<file path="src/rtl/seg_display_driver_if.sv">
`default_nettype none
// ============================================================================
// Module      : seg_display_driver_if
// Description : Calculator-result bus into the seven-segment display driver.
// Revision    : 1.0 - initial release
// ============================================================================
interface seg_display_driver_if;
    logic [5:0] display_result;
    logic       display_mode;
    logic [6:0] seg;
    logic [3:0] an;
    logic       busy;

    modport master (
        output display_result,
        output display_mode,
        input  seg,
        input  an,
        input  busy
    );

    modport slave (
        input  display_result,
        input  display_mode,
        output seg,
        output an,
        output busy
    );
endinterface
`default_nettype wire

</file>
<file path="src/rtl/seg_display_driver.sv">
`default_nettype none
// ============================================================================
// Module      : seg_display_driver
// Description : Signed-decimal / hex renderer and 4-digit multiplexed
//               seven-segment scan driver.
// Revision    : 1.0 - initial release
// ============================================================================
module seg_display_driver #(
    parameter int CLK_DIV = 50000
) (
    input  logic                 clk,
    input  logic                 reset_n,
    seg_display_driver_if.slave  disp
);

    localparam int              c_PW         = $clog2(CLK_DIV);
    localparam logic [c_PW-1:0] c_PRESC_MAX  = c_PW'(CLK_DIV - 1);
    localparam logic [6:0]      c_SEG_BLANK  = 7'h7F;
    localparam logic [6:0]      c_SEG_MINUS  = 7'h3F;
    localparam logic [6:0]      c_SEG_ZERO   = 7'h40;
    localparam logic [2:0]      c_LAST_ITER  = 3'd5;

    typedef enum logic [1:0] {
        S_IDLE   = 2'd0,
        S_CONV   = 2'd1,
        S_COMMIT = 2'd2
    } state_t;

    function automatic logic [6:0] f_seg(input logic [3:0] n);
        logic [6:0] code;
        case (n)
            4'h0:    code = 7'h40;
            4'h1:    code = 7'h79;
            4'h2:    code = 7'h24;
            4'h3:    code = 7'h30;
            4'h4:    code = 7'h19;
            4'h5:    code = 7'h12;
            4'h6:    code = 7'h02;
            4'h7:    code = 7'h78;
            4'h8:    code = 7'h00;
            4'h9:    code = 7'h10;
            4'hA:    code = 7'h08;
            4'hB:    code = 7'h03;
            4'hC:    code = 7'h46;
            4'hD:    code = 7'h21;
            4'hE:    code = 7'h06;
            default: code = 7'h0E;
        endcase
        return code;
    endfunction

    state_t            r_state;
    logic              r_busy;
    logic              r_sh_mode;
    logic [5:0]        r_sh_val;
    logic [5:0]        r_mag;
    logic [7:0]        r_bcd;
    logic [2:0]        r_iter;
    logic [3:0][6:0]   r_digit;
    logic [c_PW-1:0]   r_presc;
    logic [1:0]        r_idx;
    logic [3:0]        r_an;
    logic [6:0]        r_seg;

    logic              w_change;
    logic [5:0]        w_mag_in;
    logic [7:0]        w_bcd_adj;
    logic [3:0][6:0]   w_commit;
    logic [1:0]        w_idx_next;

    assign w_change   = {disp.display_mode, disp.display_result} != {r_sh_mode, r_sh_val};
    assign w_mag_in   = disp.display_result[5] ? (~disp.display_result + 6'd1) : disp.display_result;
    assign w_bcd_adj  = {(r_bcd[7:4] >= 4'd5) ? r_bcd[7:4] + 4'd3 : r_bcd[7:4],
                         (r_bcd[3:0] >= 4'd5) ? r_bcd[3:0] + 4'd3 : r_bcd[3:0]};
    assign w_idx_next = r_idx + 2'd1;

    // Hex mode ignores the BCD result and renders the raw shadow pattern.
    always_comb begin
        w_commit = {c_SEG_BLANK, c_SEG_BLANK, c_SEG_BLANK, c_SEG_BLANK};
        if (r_sh_mode) begin
            w_commit[1] = f_seg({2'b00, r_sh_val[5:4]});
            w_commit[0] = f_seg(r_sh_val[3:0]);
        end else begin
            w_commit[2] = r_sh_val[5] ? c_SEG_MINUS : c_SEG_BLANK;
            w_commit[1] = (r_bcd[7:4] == 4'd0) ? c_SEG_BLANK : f_seg(r_bcd[7:4]);
            w_commit[0] = f_seg(r_bcd[3:0]);
        end
    end

    always_ff @(posedge clk or negedge reset_n) begin
        if (!reset_n) begin
            r_state   <= S_IDLE;
            r_busy    <= 1'b0;
            r_sh_mode <= 1'b0;
            r_sh_val  <= '0;
            r_mag     <= '0;
            r_bcd     <= '0;
            r_iter    <= '0;
            r_digit   <= {c_SEG_BLANK, c_SEG_BLANK, c_SEG_BLANK, c_SEG_ZERO};
        end else begin
            case (r_state)
                S_IDLE: begin
                    if (w_change) begin
                        r_sh_mode <= disp.display_mode;
                        r_sh_val  <= disp.display_result;
                        r_mag     <= w_mag_in;
                        r_bcd     <= '0;
                        r_iter    <= '0;
                        r_busy    <= 1'b1;
                        r_state   <= S_CONV;
                    end
                end
                S_CONV: begin
                    {r_bcd, r_mag} <= {w_bcd_adj, r_mag} << 1;
                    r_iter         <= r_iter + 3'd1;
                    if (r_iter == c_LAST_ITER) begin
                        r_state <= S_COMMIT;
                    end
                end
                S_COMMIT: begin
                    r_digit <= w_commit;
                    r_busy  <= 1'b0;
                    r_state <= S_IDLE;
                end
                default: begin
                    r_busy  <= 1'b0;
                    r_state <= S_IDLE;
                end
            endcase
        end
    end

    // Index starts at 3 so the first prescaler wrap lands on the rightmost digit.
    always_ff @(posedge clk or negedge reset_n) begin
        if (!reset_n) begin
            r_presc <= '0;
            r_idx   <= 2'd3;
            r_an    <= 4'hF;
            r_seg   <= c_SEG_BLANK;
        end else if (r_presc == c_PRESC_MAX) begin
            r_presc <= '0;
            r_idx   <= w_idx_next;
            r_an    <= ~(4'b0001 << w_idx_next);
            r_seg   <= r_digit[w_idx_next];
        end else begin
            r_presc <= r_presc + 1'b1;
        end
    end

    assign disp.seg  = r_seg;
    assign disp.an   = r_an;
    assign disp.busy = r_busy;

endmodule
`default_nettype wire
</file>
<file path="src/flat_wrapper.sv">
// flat-port wrapper written by rule: the top's interface ports become plain ports
module seg_display_driver_flat 
#(
    parameter int CLK_DIV = 50000
)
  (clk, reset_n, disp_display_result, disp_display_mode, disp_seg, disp_an, disp_busy);
  seg_display_driver_if disp_i ();
  input  logic clk;
  input  logic reset_n;
  input wire logic [$bits(disp_i.display_result)-1:0] disp_display_result;
  input wire logic [$bits(disp_i.display_mode)-1:0] disp_display_mode;
  output wire logic [$bits(disp_i.seg)-1:0] disp_seg;
  output wire logic [$bits(disp_i.an)-1:0] disp_an;
  output wire logic [$bits(disp_i.busy)-1:0] disp_busy;
  assign disp_i.display_result = disp_display_result;
  assign disp_i.display_mode = disp_display_mode;
  assign disp_seg = disp_i.seg;
  assign disp_an = disp_i.an;
  assign disp_busy = disp_i.busy;
  seg_display_driver #(.CLK_DIV(CLK_DIV)) u_core (.clk(clk), .reset_n(reset_n), .disp(disp_i));
endmodule
</file>
<file path="config.mk">
export PLATFORM = sky130hd
export DESIGN_NAME = seg_display_driver_flat
export DESIGN_NICKNAME = d
export VERILOG_FILES = /design/src/rtl/seg_display_driver_if.sv /design/src/rtl/seg_display_driver.sv /design/src/flat_wrapper.sv
export SDC_FILE = /design/constraint.sdc
export NUM_CORES = 1
export LEC_CHECK = 0
export CORE_MARGIN = 2
export CORE_UTILIZATION = 45
export CTS_BUF_LIST = sky130_fd_sc_hd__clkbuf_8 sky130_fd_sc_hd__clkbuf_16
export DETAILED_ROUTE_END_ITERATION = 10
export HOLD_SLACK_MARGIN = 0.15
export PLACE_DENSITY = 0.71
export SYNTH_ARGS = -nofsm -noshare
export SYNTH_HDL_FRONTEND = slang
export SYNTH_SLANG_ARGS = --single-unit
</file>
<file path="constraint.sdc">
create_clock -name clk -period 2.5 [get_ports clk]
set_input_delay 0.5 -clock clk [delete_from_list [all_inputs] [get_ports clk]]
set_output_delay 0.5 -clock clk [all_outputs]
set_load 0.01 [all_outputs]
</file>
==> results of run 1 <==
[worst register-to-register path: cells and delay by family, from the launching register on]
family	cells	cell delay [ns]
simple gates	1	0.44
compound gates	1	0.51
flops	1	0.54
xor+xnor	1	0.24
mux	1	0.26
[metal layers]
metal	vias to the layer above	part of all wire, %
met5	-	0
li1	1604	-
met1	1569	47
met4	0	2.4
met2	64	47
met3	19	3.4
[where the power goes]
| part | leakage, nW | internal (mW) | switching [mW] |
|---|---|---|---|
| combinational | 1.10 | 1.01 | 1.13 |
| sequential | 0.849 | 1.51 | 0.424 |
| clock | 0.114 | 0.524 | 0.465 |
| total | 2.07 | 3.05 | 2.02 |
[sequential cells by signal (all words and copies together), names as in the netlist]
name	count
u_core.disp.busy	1
u_core.r_sh_val	6
u_core.r_state	2
u_core.r_sh_mode	1
u_core.r_digit	15
u_core.r_bcd	8
u_core.r_idx	2
u_core.disp.an	4
u_core.r_mag	6
u_core.r_presc	16
u_core.disp.seg	7
u_core.r_iter	3
[per-stage QoR]
stage	setup WS, ns	utilization (%)
final	0.447	52.4
after global routing	0.325	52.4
after CTS	0.448	52.4
after detailed placement	0.0765	50.1
after global placement	0.114	50.1
after floorplan	0.476	-
[cell families (layout without fill, tap and decap cells)]
| kind of cell | after synthesis | count (layout) | synth area share (%) |
|---|---|---|---|
| AND/OR/NAND/NOR | 134 | 134 | 15.6 |
| AO/OA/AOI/OAI | 106 | 106 | 17.0 |
| flip-flops | 71 | 71 | 42.1 |
| buffers and inverters | 51 | 71 | 4.67 |
| adder cells (fa/ha/maj) | 29 | 29 | 8.47 |
| XOR/XNOR | 26 | 26 | 5.31 |
| multiplexers | 26 | 26 | 6.86 |
[placed cells by master, fill, tap and decap left out, types with 9 or more instances in the layout]
cell type,n
dfrtp_1,49
nand2_1,47
o21ai_0,30
ha_1,29
inv_1,24
nor2_1,24
dfstp_2,22
clkdlybuf4s50_1,19
xnor2_1,17
mux2i_1,17
o31ai_1,12
a211oi_1,12
nor3_1,10
buf_4,10
nand3_1,9
a21oi_1,9
xor2_1,9
nand2b_1,9
a22o_1,9
clkbuf_8,9
[final timing paths]
kind | from | endpoint | slack (ns)
min reg2reg | u_core.r_digit[11] | u_core.r_digit[11] | 0.48
min | reset_n | u_core.r_presc[3] | 0.15
max in group asynchronous | reset_n | u_core.r_digit[12] | 1.64
max reg2reg | u_core.r_sh_val[2] | u_core.r_iter[0] | 0.45
max | u_core.r_sh_val[2] | u_core.r_iter[0] | 0.45
min in group clk | u_core.r_digit[11] | u_core.r_digit[11] | 0.48
[layout make-up]
| type | instances | area [sq um] | share of cell area (%) |
|---|---|---|---|
| timing repair buffer | 31 | 290 | 6.00 |
| clock buffer | 10 | 149 | 3.08 |
| multi-input combinational | 321 | 2280 | 47.1 |
| inverter | 24 | 90.1 | 1.86 |
| sequential | 71 | 1800 | 37.3 |
| tap | 129 | 161 | 3.34 |
| clock inverter | 6 | 63.8 | 1.32 |
==> impl_metrics.csv, run 1 <==
group,metric,value,unit
outcome,status,"finished clean",
die,die_w,102,microns
die,die_y,102,microns
global_route,grt_util_met3,3.52,%
global_route,grt_pass1_vias,3216,
clocking,post_cts_buffers,0,
clocking,clkTransAtPathRegs,0.09,ns
routing,post_drt_wl_per_cell,14.7,microns
final_layout,areaGrowthSynthToFinish,12.9,%
yosys,synth_edf_count,0,
global_route,track_usage,18.6,%
critical_path,crit_fanout,13,
timing,fin_crit,2.05,ns
clocking,cts_root_buf,"clkbuf_8",
die,num_io_pins,21,
timing,finalClockSkew,0.0109,ns
timing,setup_violations,0,
critical_path,reg2reg_depth,4,
yosys,syn_area,4290,sq um
global_route,grtUsageMet2,29.9,%
critical_path,slowest_stage,"dfrtp_1",
final_layout,fin_cells,592,
clocking,numClockSinks,71,
critical_path,critPathRequiredTime,2.79,ns
die,dieArea,10300,sq um
placement,dpl.hpwl,6.24,mm
global_route,grt_antenna_before_repair,0,
critical_path,worst_setup_path_start_kind,"flip-flop",
timing,finalCritPeriodShare,82.1,%
final_layout,drive_gt1_share,13.8,%
final_layout,nets,496,
yosys,synth_top_area_share,28.6,%
final_layout,fin_area,4840,sq um
clocking,clkLatencyLatePin,0.36,ns
global_route,top_usage_layer,"met2",
critical_path,critPathBufInv,0,
timing,worstMarginPinSlew,0.718,ns
final_layout,n_antenna_cell,0,
placement,dpl-instance-area,4630,sq um
yosys,ys_types,55,
routing,drt-pass1-iter-count,4,
routing,drcViolationCount,0,
yosys,postSynthCellCount,443,
timing,fin_setup_tns,0,ns
yosys,synth_top_area_cell,"dfrtp_1",
critical_path,timing.setup.critical_path_class,"reg -> reg",
yosys,ys_top_cells_by_count,"dfrtp_1, nand2_1, o21ai_0, ha_1, nor2_1",
clocking,cts_buffers,9,
global_route,grt-ovfl-total,0,
yosys,synth_nets,481,
die,fp.coreArea,9240,sq um
yosys,synth_ff_type,"dfrtp_1",
timing,drv_slew,0,
global_route,grt_pass1_wl,15.2,mm
clocking,cts-hold-fix-buffers,0,
hold_path,hold_path_class,"in -> async",
clocking,h-tree-depth,3,
power,ir_drop,0.773,mV
timing,finalHoldViolCount,0,
routing,via_count,3256,
yosys,synth_area_leaders,"dfrtp_1, dfstp_2, ha_1, nand2_1, mux2i_1",
power,p_leak,2.07,nW
timing,slew_headroom,52.0,%
global_route,gr-usage-met1,24.2,%
critical_path,cp_top_family,"flip-flops",
yosys,synth-warning-count,0,
clocking,cts_tree,"built",
routing,antenna_left,0,
global_route,grt_max_degree,45,
power,p_total,5.06,mW
placement,dpl.cell_count,576,
placement,place_congestion,0.869,
critical_path,arrival,2.35,ns
critical_path,cp.depth,4,
yosys,ys_async_sr_fraction,100,%
yosys,synth_seq_cells,71,
critical_path,end_kind,"flip-flop",
timing,hold_slack,0.149,ns
yosys,syn_avg_cell_area,9.67,sq um
yosys,synth_seq_area_share,42.1,%
routing,vias_per_cell,5.50,
timing,fmax,487,MHz
clocking,cts_resized,0,
clocking,cts.path.max_buffers,2,
timing,rsz0062_at_grt,"false",
routing,finalWirelength,8.69,mm
routing,first_iter_violations,99,
yosys,synth_most_common_cell,"dfrtp_1",
die,fp-row-count,35,
final_layout,nFillCells,843,
critical_path,crit_path_cell_trace,"xor2_1, or3_4, o31ai_4, mux2_2",
power,p_per_area,1050,nW/um^2
die,start_util,46.4,%
placement,io_buffers,20,
job,maxCapViolations,0,
critical_path,slowest_delay,0.54,ns
Note: power is estimated with default switching activity, not from simulation.
==> run 2, diff against run 1 <==
- PLACE_DENSITY: 0.71 -> 0.74
- clock period: 2.5 -> 1.7 ns (I/O delays scaled with it)
==> impl_metrics.csv, run 2 (same netlist as run 1, synthesis figures left out) <==
group,metric,value,unit
outcome,status,"finished clean",
routing,drcViolationCount,0,
global_route,grt_pass1_vias,3321,
clocking,cts_buffers,9,
global_route,grt_pass1_wl,15.4,mm
hold_path,hold_path_class,"in -> reg",
die,die_y,102,microns
routing,antenna_left,0,
die,dieArea,10300,sq um
final_layout,nets,536,
final_layout,fin_area,5180,sq um
global_route,grt_util_met3,4.07,%
critical_path,crit_start,"u_core.r_presc[0]",
placement,dpl.hpwl,6.61,mm
power,ir_drop,0.963,mV
critical_path,arrival,1.97,ns
timing,finalHoldViolCount,0,
die,die_w,102,microns
timing,slew_headroom,65.1,%
die,start_util,46.4,%
global_route,grt_max_degree,72,
hold_path,min-delay-start,"disp_display_result[0]",
global_route,grt-ovfl-total,0,
power,p_total,7.75,mW
timing,finalCritPeriodShare,99.3,%
critical_path,end_kind,"flip-flop",
power,p_per_area,1500,nW/um^2
placement,dpl-instance-area,4890,sq um
final_layout,multiInputGateArea,2340,sq um
final_layout,reg_top3,"u_core.r_presc: 16 flops, u_core.r_digit: 15 flops, u_core.r_bcd: 8 flops",
timing,rsz0062_at_grt,"true",
die,fp.coreArea,9240,sq um
critical_path,r2r_setup_slack,0.01,ns
global_route,top_usage_layer,"met2",
critical_path,r2r_end,"u_core.r_presc[15]",
routing,drt-pass1-iter-count,4,
routing,first_iter_violations,121,
global_route,grtUsageMet2,31.4,%
placement,place_congestion,0.895,
final_layout,register_area,1810,sq um
timing,fmax,593,MHz
timing,setup_slack,0.0124,ns
critical_path,critPathRequiredTime,1.98,ns
critical_path,rr_startpoint,"u_core.r_presc[0]",
timing,drv_slew,0,
final_layout,fin_cells,632,
placement,pre_cts_slack,-0.327,ns
final_layout,drive_gt1_share,24.9,%
final_layout,fin_util,56.1,%
global_route,grt_antenna_before_repair,0,
final_layout,regMostFlops,"u_core.r_presc",
routing,post_drt_wl_per_cell,14.5,microns
clocking,cts.path.max_buffers,2,
global_route,track_usage,18.6,%
routing,finalWirelength,9.14,mm
clocking,cts_tree,"built",
critical_path,timing.setup.critical_path_class,"reg -> reg",
timing,worstMarginPinSlew,0.524,ns
clocking,h-tree-depth,3,
critical_path,reg2reg_depth,5,
global_route,gr-usage-met1,23.6,%
timing,fin_crit,1.69,ns
final_layout,largest_reg_flops,16,
clocking,numClockSinks,71,
final_layout,n_antenna_cell,0,
timing,finalClockSkew,0.00845,ns
die,num_io_pins,21,
hold_path,holdPathStages,3,
routing,via_count,3374,
timing,hold_slack,0.412,ns
timing,fin_setup_tns,0,ns
placement,dpl.cell_count,609,
routing,vias_per_cell,5.34,
job,maxCapViolations,0,
hold_path,hold-path-endpoint,"u_core.r_mag[0]",
final_layout,layout_common_cells,"nand2_1, buf_4, dfrtp_1",
power,p_leak,2.31,nW
critical_path,crit_fanout,3,
die,fp-row-count,35,
clocking,cts_root_buf,"clkbuf_8",
final_layout,areaGrowthSynthToFinish,21.0,%
final_layout,nFillCells,806,
critical_path,worst_setup_path_start_kind,"flip-flop",
placement,io_buffers,20,
clocking,clkTransAtPathRegs,0.08,ns
clocking,clkLatencyLatePin,0.35,ns
timing,setup_violations,0,
run 2: power by group:
| group | internal, mW | switching (mW) | total [mW] |
|---|---|---|---|
| Combinational | 1.86 | 1.93 | 3.79 |
| Clock | 0.606 | 0.637 | 1.24 |
| Sequential | 2.23 | 0.488 | 2.72 |
run 2: what timing repair did:
item,4_1_cts,5_1_grt
setup endpoints to repair,12,22
setup buffers,0,6
gates cloned,0,0
hold endpoints to repair,49,0
hold buffers,1,0
gates resized for setup,12,23
run 2: per-layer routing:
| layer | vias up | wire length (microns) |
|---|---|---|
| met2 | 61 | 4550 |
| met3 | 11 | 262 |
| met1 | 1615 | 4210 |
| met4 | 0 | 113 |
| met5 | - | 0 |
| li1 | 1687 | - |
run 2: how the worst max path moves through the flow:
stage | cells after the start | slack, ns | endpoint
floorplan | 7 | 0.003 | u_core.r_digit[3]
global placement | 6 | -0.29 | u_core.r_iter[0]
detailed placement | 6 | -0.33 | u_core.r_iter[0]
CTS | 5 | 0.01 | u_core.r_digit[5]
global route | 5 | -0.05 | u_core.r_presc[15]
finish | 5 | 0.01 | u_core.r_presc[15]
run 2: area by class of cell:
type	count	area share, %
multi-input combinational	321	45.2
sequential	71	34.9
timing repair buffer	71	11.5
tap	129	3.11
clock buffer	11	2.92
inverter	24	1.74
clock inverter	5	0.627
run 2: critical path: stages, from the launching register on:
cell and delay, ns:
dfrtp_1 0.39, buf_4 0.13, nand4_1 0.14, or4_4 0.44, or3_1 0.36, a21oi_1 0.15
